--- config.mk ---
export PLATFORM = sky130hd
export DESIGN_NAME = q_8_9_datapath_flat
export DESIGN_NICKNAME = d
export VERILOG_FILES = /design/src/rtl/q_8_9_datapath_if.sv /design/src/rtl/q_8_9_datapath.sv /design/src/flat_wrapper.sv
export SDC_FILE = /design/constraint.sdc
export NUM_CORES = 1
export LEC_CHECK = 0
export BUFFER_PORTS_ARGS = -buffer_cell sky130_fd_sc_hd__buf_4
export CORE_MARGIN = 1.5
export CORE_UTILIZATION = 40
export DETAILED_ROUTE_END_ITERATION = 16
export PLACE_DENSITY = 0.68
export SYNTH_ARGS = -nofsm -noshare
export SYNTH_HDL_FRONTEND = slang
export SYNTH_SLANG_ARGS = --single-unit
--- constraint.sdc ---
create_clock -name clk -period 1.6 [get_ports clk]
set_clock_uncertainty 0.1 [all_clocks]
set_input_delay 0.24 -clock clk [delete_from_list [all_inputs] [get_ports clk]]
set_output_delay 0.24 -clock clk [all_outputs]
set_load 0.005 [all_outputs]
--- src/rtl/q_8_9_datapath_if.sv ---
// q_8_9_datapath_if: command/status bundle between the q_8_9 controller (master) and its datapath (slave).
//   master drives clr_A_F, incr_A, clr_E, set_E, set_F and observes A, A3, A2, E, F, wrap, e_count, cmd_err.
interface q_8_9_datapath_if #(
  parameter int A_WIDTH   = 4,
  parameter int CNT_WIDTH = 8
);
  logic                 clr_A_F;
  logic                 incr_A;
  logic                 clr_E;
  logic                 set_E;
  logic                 set_F;
  logic [A_WIDTH-1:0]   A;
  logic                 A3;
  logic                 A2;
  logic                 E;
  logic                 F;
  logic                 wrap;
  logic [CNT_WIDTH-1:0] e_count;
  logic                 cmd_err;
  modport master (
    output clr_A_F, incr_A, clr_E, set_E, set_F,
    input  A, A3, A2, E, F, wrap, e_count, cmd_err
  );
  modport slave (
    input  clr_A_F, incr_A, clr_E, set_E, set_F,
    output A, A3, A2, E, F, wrap, e_count, cmd_err
  );
endinterface

--- src/rtl/q_8_9_datapath.sv ---
// q_8_9_datapath: register A and flip-flops E/F driven by q_8_9 one-hot commands, with wrap/event/conflict observability.
//   clk   : rising-edge clock
//   rst_b : asynchronous active-low reset
//   bus   : slave side of q_8_9_datapath_if (commands in; A, A3, A2, E, F, wrap, e_count, cmd_err out)
module q_8_9_datapath #(
  parameter int A_WIDTH   = 4,
  parameter int HI_TAP    = 3,
  parameter int LO_TAP    = 2,
  parameter int CNT_WIDTH = 8
) (
  input  logic             clk,
  input  logic             rst_b,
  q_8_9_datapath_if.slave  bus
);
  logic [A_WIDTH-1:0]   a_q, a_d;
  logic                 e_q, e_d;
  logic                 f_q, f_d;
  logic                 wrap_q, wrap_d;
  logic [CNT_WIDTH-1:0] e_count_q, e_count_d;
  logic                 cmd_err_q, cmd_err_d;
  always_comb begin
    a_d       = bus.clr_A_F ? '0 : bus.incr_A ? a_q + A_WIDTH'(1) : a_q;
    f_d       = bus.clr_A_F ? 1'b0 : bus.set_F ? 1'b1 : f_q;
    // set and clear together cancel out, leaving E unchanged
    e_d       = (bus.set_E ^ bus.clr_E) ? bus.set_E : e_q;
    wrap_d    = !bus.clr_A_F && bus.incr_A && (&a_q);
    e_count_d = (bus.set_E && !bus.clr_E && !(&e_count_q)) ? e_count_q + CNT_WIDTH'(1) : e_count_q;
    cmd_err_d = cmd_err_q | (bus.set_E & bus.clr_E) | (bus.clr_A_F & bus.incr_A) | (bus.clr_A_F & bus.set_F);
  end
  always_ff @(posedge clk or negedge rst_b) begin
    if (!rst_b) begin
      a_q       <= '0;
      e_q       <= 1'b0;
      f_q       <= 1'b0;
      wrap_q    <= 1'b0;
      e_count_q <= '0;
      cmd_err_q <= 1'b0;
    end else begin
      a_q       <= a_d;
      e_q       <= e_d;
      f_q       <= f_d;
      wrap_q    <= wrap_d;
      e_count_q <= e_count_d;
      cmd_err_q <= cmd_err_d;
    end
  end
  assign bus.A       = a_q;
  assign bus.A3      = a_q[HI_TAP];
  assign bus.A2      = a_q[LO_TAP];
  assign bus.E       = e_q;
  assign bus.F       = f_q;
  assign bus.wrap    = wrap_q;
  assign bus.e_count = e_count_q;
  assign bus.cmd_err = cmd_err_q;
endmodule
--- src/flat_wrapper.sv ---
// flat-port wrapper written by rule: the top's interface ports become plain ports
module q_8_9_datapath_flat 
#(
  parameter int A_WIDTH   = 4,
  parameter int HI_TAP    = 3,
  parameter int LO_TAP    = 2,
  parameter int CNT_WIDTH = 8
)
  (clk, rst_b, bus_clr_A_F, bus_incr_A, bus_clr_E, bus_set_E, bus_set_F, bus_A, bus_A3, bus_A2, bus_E, bus_F, bus_wrap, bus_e_count, bus_cmd_err);
  q_8_9_datapath_if #(.A_WIDTH(A_WIDTH), .CNT_WIDTH(CNT_WIDTH)) bus_i ();
  input  logic clk;
  input  logic rst_b;
  input wire logic [$bits(bus_i.clr_A_F)-1:0] bus_clr_A_F;
  input wire logic [$bits(bus_i.incr_A)-1:0] bus_incr_A;
  input wire logic [$bits(bus_i.clr_E)-1:0] bus_clr_E;
  input wire logic [$bits(bus_i.set_E)-1:0] bus_set_E;
  input wire logic [$bits(bus_i.set_F)-1:0] bus_set_F;
  output wire logic [$bits(bus_i.A)-1:0] bus_A;
  output wire logic [$bits(bus_i.A3)-1:0] bus_A3;
  output wire logic [$bits(bus_i.A2)-1:0] bus_A2;
  output wire logic [$bits(bus_i.E)-1:0] bus_E;
  output wire logic [$bits(bus_i.F)-1:0] bus_F;
  output wire logic [$bits(bus_i.wrap)-1:0] bus_wrap;
  output wire logic [$bits(bus_i.e_count)-1:0] bus_e_count;
  output wire logic [$bits(bus_i.cmd_err)-1:0] bus_cmd_err;
  assign bus_i.clr_A_F = bus_clr_A_F;
  assign bus_i.incr_A = bus_incr_A;
  assign bus_i.clr_E = bus_clr_E;
  assign bus_i.set_E = bus_set_E;
  assign bus_i.set_F = bus_set_F;
  assign bus_A = bus_i.A;
  assign bus_A3 = bus_i.A3;
  assign bus_A2 = bus_i.A2;
  assign bus_E = bus_i.E;
  assign bus_F = bus_i.F;
  assign bus_wrap = bus_i.wrap;
  assign bus_e_count = bus_i.e_count;
  assign bus_cmd_err = bus_i.cmd_err;
  q_8_9_datapath #(.A_WIDTH(A_WIDTH), .HI_TAP(HI_TAP), .LO_TAP(LO_TAP), .CNT_WIDTH(CNT_WIDTH)) u_core (.clk(clk), .rst_b(rst_b), .bus(bus_i));
endmodule
**Yosys cells after proc, flatten, opt, wreduce, memory -nomap -nowiden**

Index checks and enable logic that the tools add are counted.

- Bitwise logic cells: 7
- Muxes and demuxes: 4
- Reduce and logical (&&, ||, !) cells: 11
- $add $sub $neg: 2

Operators with widths:

| kind | count |
|---|---|
| $add A8 B1 Y8 const B | 1 |
| $mux W4 | 2 |
| $reduce_and A8 Y1 | 1 |
| $add A4 B1 Y4 const B | 1 |
| $logic_and A1 B1 Y1 | 4 |
| $reduce_and A4 Y1 | 1 |
| $reduce_bool A2 Y1 | 2 |
| $and A1 B1 Y1 | 3 |
| $logic_not A1 Y1 | 3 |
| $or A1 B1 Y1 | 3 |
| $mux W1 | 2 |
| $xor A1 B1 Y1 | 1 |

- Register bits: 16
- Input port bits: 7
- Logic and storage cells: 30

**Longest topological paths before layout**

Gate-level depths: netlist of run 1.

- Depth after elaboration: 4
- Depth in mapped cells: 5

**Worst setup path before layout of run 1**

Ideal clock, no wire load.

- Path kind: register to register
- From: register u_core.e_count_q[0], in the netlist u_core.bus.e_count[0]
- To: register u_core.e_count_q[1], in the netlist u_core.bus.e_count[1]
- Arrival time: 1276 ps
- Slack: 100 ps
- Buffers on the path: 0
- Stages on the path, launching flop included: 5
- Cell sequence: dfrtp_1 -> ha_1 -> nand4_2 -> o21ai_2 -> mux2_2

- Longest elaborated chain between the ends: 3

RTL lines:

| what | RTL line | source |
|---|---|---|
| start, declared | q_8_9_datapath.sv:19 | `logic [CNT_WIDTH-1:0] e_count_q, e_count_d;` |
| start signal, assigned | q_8_9_datapath.sv:43 | `e_count_q <= e_count_d;` |
| parallel branches: the longest is 3 deep, another holds $add A8 B1 Y8 | - |  |

Several ways; the timed one is not identified.
A chain may end at the register's enable or synchronous reset.

**Final worst setup path of run 1**

- From: register u_core.e_count_q[1], in the netlist u_core.bus.e_count[1]
- To: register u_core.e_count_q[1], in the netlist u_core.bus.e_count[1]

Same word-level chain as after synthesis.

==> results of run 1 <==
[metal layers]
| metal | share of wire | up-vias | track usage |
|---|---|---|---|
| li1 | - | 305 | - |
| met1 | 0.45 | 286 | 0.166 |
| met2 | 0.48 | 21 | 0.266 |
| met3 | 0.065 | 2 | 0.0346 |
| met4 | 0.0072 | 0 | 0.0833 |
| met5 | 0 | - | 0 |
[path summary, 6_finish.rpt]
check	depth (start not counted)	start	to	slack [ps]
min in group asynchronous	2	rst_b	u_core.bus.A[1]	260
worst max-delay path	4	u_core.bus.e_count[1]	u_core.bus.e_count[1]	100
worst min-delay path	2	bus_clr_A_F	u_core.bus.A[2]	60
worst max register to register	4	u_core.bus.e_count[1]	u_core.bus.e_count[1]	100
max in group asynchronous	2	rst_b	u_core.bus.A[0]	960
worst min register to register	2	u_core.bus.cmd_err	u_core.bus.cmd_err	360
[cell usage after synthesis, drive strengths merged]
library cell and count:
nand3 3, xor2 3, nand2 7, mux2i 1
buf 2, xnor2 2, nand4 3, inv 2
mux2 4, a311oi 1, a21oi 5, o21ai 3
nor2 9, dfrtp 16, nor3 3, and3 2
ha 4
[cell families (layout without fill, tap and decap cells)]
family,after synthesis,count (layout),synth area share
mux,5,5,0.0715
fa+ha+maj,4,4,0.0650
simple gates,27,27,0.189
buf+inv,4,34,0.0293
xor+xnor,5,5,0.0569
flops,16,16,0.520
compound gates,9,9,0.0683
[registers in the layout, indices dropped and copies added, names as in the netlist]
| name | flops |
|---|---|
| u_core.bus.e_count | 8 |
| u_core.bus.F | 1 |
| u_core.bus.wrap | 1 |
| u_core.bus.A | 4 |
| u_core.bus.cmd_err | 1 |
| u_core.bus.E | 1 |
[cell type report]
type,instances,area [sq um]
well taps,25,31.3
inverters,2,7.51
fillers,178,733
flip-flops and latches,16,400
repair buffers,29,220
clock buffers,3,22.5
multi-input cells,50,349
[where the power goes]
group	switching, W	leakage (nW)	total [W]	internal [W]
Clock	0.000112	0.0138	0.000199	0.0000872
Combinational	0.000184	0.287	0.000444	0.000261
Sequential	0.000122	0.200	0.000619	0.000497
Total	0.000417	0.500	0.00126	0.000845
[through the flow]
stage	area, sq um	utilization	cells	hold WS [ps]
after floorplan	769	-	70	-156
after global placement	988	0.560	120	11.6
after detailed placement	988	0.560	120	11.0
after CTS	1020	0.579	124	47.9
after global routing	1030	0.584	125	52.8
final	1030	0.584	125	56.8
[worst max-delay path, cell delays in order (launching register included)]
cell and delay (ps):
dfrtp_1 380, ha_2 230, nand4_2 140, o21ai_2 190, mux2_2 350
[repair_timing]
item / 4_1_cts / 5_1_grt
endpoints found under the hold margin: 16 / 0
setup endpoints to repair: 0 / 1
hold buffers: 1 / 0
resized for setup: 0 / 1
setup buffers: 0 / 1
==> results_dict.tcl, run 1 <==
set metrics [dict create \
    postSynthCellCount 70 \
    p_leak_nw 0.500 \
    die_w_um 46.9 \
    setup_viol 0 \
    hp-class "in2reg" \
    cp.arrival_ps 1570 \
    ys_top_cells_by_area "dfrtp_1, ha_1, mux2_2" \
    final_common_cell "buf_4" \
    diodes 0 \
    drtAntennaViolNets 0 \
    worstMarginPinSlew_ps 240 \
    cts_buffers 3 \
    dieHeight_um 46.9 \
    crit_path_max_fanout 5 \
    tritoncts "done" \
    vdd_drop_max_mv 0.639 \
    start_kind "flop" \
    finalSetupTns_ps 0 \
    cts.sinks 16 \
    synth_warnings 0 \
    dp_hpwl_um 1100 \
    finalPower_w 0.00126 \
    num_rows 15 \
    drive_gt1_frac 0.420 \
    synth_top_area_share 0.520 \
    drc 0 \
    syn_to_final_growth_pct 34.0 \
    clk_pin_slew_ps 80 \
    synth_cell_type_count 22 \
    cts_max_path_buffers 2 \
    ys_ff_latch 16 \
    core-area_sq_um 1760 \
    mostFrequentLayoutCells "buf_4, dfrtp_1, nor2_1, nand2_1, a21oi_1" \
    track_usage 0.151 \
    p_per_area_nw_per_um2 1220 \
    grt_pass1_vias 563 \
    grt_antenna_before_repair 0 \
    gp_congestion 0.873 \
    max_freq_ghz 0.665 \
    wl_per_cell_um 11.1 \
    rsz0062_at_grt "false" \
    drv_cap 0 \
    io_buffers 24 \
    cts-root-buf "clkbuf_4" \
    hold_violations 0 \
    fin_crit_sh 0.939 \
    synth_fp_nets 81 \
    setup_slack_ps 97.1 \
    yosysSeqAreaShare 0.520 \
    drt_iter0_drc 6 \
    avgSynthCellArea_sq_um 11.0 \
    via_per_inst 4.91 \
    path_class "reg2reg" \
    cp-end-kind "flop" \
    required_ps 1660 \
    clock_latency_ps 280 \
    design.portCount 25 \
    dp_slack_ps 37.1 \
    synth_area_leader_cell "dfrtp_1" \
    wl_um 1390 \
    num-nets-final 113 \
    detail_route.first_pass.iterations 4 \
    fin_crit_ps 1500 \
    slew_headroom 0.840 \
    overflow 0 \
    grt_start_max_net_pins 17 \
    h-tree-depth 1 \
    status "completed" \
    grt_pass1_wl_um 2300 \
    die_area_sq_um 2200 \
    synth_area_sq_um 769 \
    initial_core_util 0.436 \
    vias 614 \
    slew_viol_final 0 \
]
No activity file was read; power rests on OpenSTA's default activity.
==> run 2: changes to the inputs <==
Settings changed: CORE_ASPECT_RATIO from default to 1.25.
==> run 2 against run 1 <==
Clock power up 34%. Cell area increased by 0.36%. Sequential share of layout area shrank 0.14 points.
==> results_dict.tcl, run 2 (synthesis results as in run 1) <==
set metrics [dict create \
    cts_hold_buf 1 \
    fin_crit_sh 0.903 \
    fin_crit_ps 1440 \
    drtAntennaViolNets 0 \
    finalSetupTns_ps 0 \
    setup_viol 0 \
    vdd_drop_max_mv 0.963 \
    critPathSlowestCell "dfrtp_1" \
    via_per_inst 4.83 \
    reg2reg_from "u_core.bus.e_count[0]" \
    cts_max_path_buffers 2 \
    whs_ps 49.3 \
    regToRegSetupSlack_ps 160 \
    power.share.combinational 0.339 \
    path_depth 4 \
    final_core_util 0.579 \
    grt_antenna_before_repair 0 \
    required_ps 1680 \
    track_usage 0.139 \
    mostFrequentLayoutCells "buf_4, dfrtp_1, nor2_1, nand2_1, a21oi_1" \
    cts.sinks 16 \
    die_area_sq_um 2200 \
    start_kind "flop" \
    io_buffers 24 \
    post_cts_resized 0 \
    cp-endpoint "u_core.bus.e_count[1]" \
    crit_path_max_fanout 3 \
    wl_per_cell_um 11.7 \
    grt_pass1_vias 527 \
    cp_top_family "flip-flops" \
    overflow 0 \
    max_freq_ghz 0.692 \
    wl_um 1400 \
    p_sw_frac 0.324 \
    cts_buffers 3 \
    drc 0 \
    path_class "reg2reg" \
    slew_headroom 0.842 \
    drt_iter0_drc 1 \
    p_leak_nw 0.509 \
    grt_start_max_net_pins 17 \
    num_rows 17 \
    cp.arrival_ps 1520 \
    timing.rr.end "u_core.bus.e_count[1]" \
    power_frac_clock 0.200 \
    drive_gt1_frac 0.416 \
    die_w_um 42.2 \
    core-area_sq_um 1790 \
    clock_latency_ps 280 \
    initial_core_util 0.431 \
    tritoncts "done" \
    rsz0062_at_grt "false" \
    p_int_w 0.000903 \
    status "completed" \
    syn_to_final_growth_pct 34.5 \
    cp_slowest_stage_delay_ps 370 \
    n_fill_cell 162 \
    power.switching_w 0.000432 \
    hp-class "in2reg" \
    detail_route.first_pass.iterations 4 \
    postCtsSetupRepairBufs 0 \
    worstMarginPinSlew_ps 236 \
    design.portCount 25 \
    diodes 0 \
    pwr-share-seq 0.461 \
    num-nets-final 113 \
    hold_violations 0 \
    gp_congestion 0.729 \
    drv_cap 0 \
    final_common_cell "buf_4" \
    cts-root-buf "clkbuf_4" \
    h-tree-depth 1 \
    dieHeight_um 52.0 \
    dp_hpwl_um 1080 \
    critPathLaunch "u_core.bus.e_count[0]" \
    slew_viol_final 0 \
    holdPathStages 2 \
    largest_register_ffs 8 \
    grt_pass1_wl_um 2240 \
    p_per_area_nw_per_um2 1290 \
    path_buf_inv 0 \
    crit_chain "ha_1 > nand4_2 > o21ai_2 > mux2_2" \
    cp-end-kind "flop" \
    worst-r2r-cell-count 4 \
    vias 579 \
    clk_pin_slew_ps 100 \
]
## run 2: final cells by class
class | instances | area (sq um) | area share
clock buffer | 4 | 36.3 | 0.0351
sequential | 16 | 400 | 0.387
tap | 19 | 23.8 | 0.0230
multi-input combinational | 50 | 347 | 0.335
inverter | 2 | 7.51 | 0.00726
timing repair buffer | 29 | 220 | 0.213
## run 2: per-stage QoR
stage | std cells | setup slack [ps] | cell area (sq um) | total power [W]
after floorplan | 70 | 99.7 | 769 | 0.000810
after global placement | 115 | 138 | 988 | 0.00107
after detailed placement | 115 | 119 | 988 | 0.00108
after CTS | 120 | 143 | 1030 | 0.00136
after global routing | 120 | 71.4 | 1030 | 0.00142
final | 120 | 156 | 1030 | 0.00134
## run 2: worst min path at each step
stage / to / slack, ps / from
6_report: u_core.bus.A[3] / 50 / bus_clr_A_F
5_1_grt: u_core.bus.A[3] / 40 / bus_clr_A_F
4_1_cts: u_core.bus.A[1] / 40 / bus_clr_A_F
3_5_place_dp: u_core.bus.e_count[2] / 10 / rst_b
3_3_place_gp: u_core.bus.e_count[0] / 10 / rst_b
2_1_floorplan: u_core.bus.A[0] / -160 / rst_b
## run 2: worst register-to-register path: stages (launching register included)
cell and delay, ps:
dfrtp_1 370, ha_1 190, nand4_2 150, o21ai_2 190, mux2_2 350
## run 2: power groups by stage
stage	combinational, W	sequential, W	clock (W)
2_1_floorplan	0.000179	0.000631	0
3_3_place_gp	0.000449	0.000619	0
3_5_place_dp	0.000458	0.000624	0
4_1_cts	0.000462	0.000616	0.000280
5_1_grt	0.000495	0.000632	0.000296
6_report	0.000452	0.000616	0.000267
## run 2: metal layers
metal | global-route usage | wire length [um] | vias to the layer above
met1 | 0.160 | 624 | 258
met5 | 0 | 0 | -
met2 | 0.238 | 687 | 16
met3 | 0.0278 | 81 | 2
li1 | - | - | 303
met4 | 0.0781 | 6 | 0
==> run 3: changes to the inputs <==
Settings changed: REMOVE_ABC_BUFFERS from default to 1, SLEW_MARGIN from default to 25.
==> run 3 against run 2 <==
Combinational power is essentially flat. Global-route usage is 0.64 points higher. First-iteration DRC count rose to 4.0 times the previous value. Total power shrank 0.59%. Final cell count is the same. Sequential share of layout area unchanged. Utilization did not move. Critical path type unchanged.
==> results_dict.tcl, run 3 (synthesis results as in run 1) <==
set metrics [dict create \
    start_kind "flop" \
    design.portCount 25 \
    p_per_area_nw_per_um2 1280 \
    status "completed" \
    grt_pass1_wl_um 2460 \
    vdd_drop_max_mv 0.710 \
    grt_antenna_before_repair 0 \
    mostFrequentLayoutCells "buf_4, dfrtp_1, nor2_1, nand2_1, a21oi_1" \
    required_ps 1670 \
    cts-root-buf "clkbuf_4" \
    drtAntennaViolNets 0 \
    dieHeight_um 52.0 \
    io_buffers 24 \
    wl_um 1420 \
    die_area_sq_um 2200 \
    path_class "reg2reg" \
    hold_violations 0 \
    grt_pass1_vias 599 \
    drv_cap 0 \
    largest_register_ffs 8 \
    drive_gt1_frac 0.416 \
    p_leak_nw 0.509 \
    worstMarginPinSlew_ps 232 \
    stdcell_area_sq_um 1030 \
    vias 614 \
    setup_slack_ps 128 \
    slew_viol_final 0 \
    cp-end-kind "flop" \
    tritoncts "done" \
    drt_iter0_drc 4 \
    clock_latency_ps 280 \
    drc 0 \
    dp_slack_ps 98.7 \
    num_rows 17 \
    hp-start "bus_clr_A_F" \
    fin_crit_sh 0.920 \
    via_per_inst 5.12 \
    n_fill_cell 174 \
    place_area_sq_um 988 \
    syn_to_final_growth_pct 34.5 \
    overflow 0 \
    finalSetupTns_ps 0 \
    track_usage 0.145 \
    dp_hpwl_um 1120 \
    detail_route.first_pass.iterations 2 \
    max_freq_ghz 0.679 \
    initial_core_util 0.431 \
    setup_viol 0 \
    critPathLaunch "u_core.bus.e_count[0]" \
    clk_pin_slew_ps 90 \
    reg2reg_from "u_core.bus.e_count[0]" \
    fin_crit_ps 1470 \
    cp.arrival_ps 1540 \
    hp-class "in2reg" \
    grt_start_max_net_pins 17 \
    final_common_cell "buf_4" \
    cts_max_path_buffers 2 \
    cts_buffers 3 \
    crit_path_max_fanout 3 \
    num-nets-final 113 \
    die_w_um 42.2 \
    slew_headroom 0.844 \
    cts.sinks 16 \
    wl_per_cell_um 11.9 \
    h-tree-depth 1 \
    core-area_sq_um 1790 \
    rsz0062_at_grt "false" \
    gp_congestion 0.747 \
    diodes 0 \
]
## run 3: cell counts in the layout (fill, tap and decap cells not counted)
No cell type changed its count.
## run 3: cell type report
class | instances | area [sq um] | area share
Sequential cell | 16 | 400 | 0.387
Multi-Input combinational cell | 50 | 347 | 0.335
Timing Repair Buffer | 29 | 220 | 0.213
Clock buffer | 4 | 36.3 | 0.0351
Tap cell | 19 | 23.8 | 0.0230
Inverter | 2 | 7.51 | 0.00726
## run 3: what timing repair did
action | 4_1_cts | 5_1_grt
resized for setup | 0 | 0
endpoints found under the hold margin | 16 | 0
hold buffers | 1 | 0
setup buffers | 0 | 0
## run 3: power breakdown
part           internal [W]  total (W)  switching [W]
Sequential         0.000497   0.000615       0.000118
Combinational      0.000268   0.000453       0.000185
Clock              0.000138   0.000259       0.000121
Total              0.000903    0.00133       0.000424
## run 3: worst max-delay path, cell delays in order, from the launching register on
cell,delay (ps)
dfrtp_1,370
ha_1,190
nand4_2,150
o21ai_2,200
mux2_2,350
## run 3: per-stage QoR
stage          utilization  hold WS (ps)  power (W)  std cells
2_1_floorplan            -          -156   0.000809         68
3_3_place_gp         0.553          11.5    0.00107        115
3_5_place_dp         0.553          11.7    0.00108        115
4_1_cts              0.579          46.5    0.00135        120
5_1_grt              0.579          59.6    0.00142        120
6_report             0.579          58.8    0.00133        120
## run 3: layer usage
metal | routed length [um] | GRT usage | up-vias
met5 | 0 | 0 | -
met4 | 0 | 0.0469 | 0
met3 | 84 | 0.0208 | 0
met2 | 726 | 0.269 | 17
met1 | 612 | 0.171 | 292
li1 | - | - | 305
## run 3: path summary, 6_finish.rpt
| check | end | slack (ps) | cells past startpoint |
|---|---|---|---|
| worst max register to register | u_core.bus.e_count[1] | 130 | 4 |
| worst min-delay path | u_core.bus.F | 60 | 2 |
| min in group asynchronous | u_core.bus.e_count[0] | 260 | 2 |
| worst min register to register | u_core.bus.cmd_err | 370 | 2 |
| worst max-delay path | u_core.bus.e_count[1] | 130 | 4 |
| max in group asynchronous | u_core.bus.wrap | 960 | 2 |
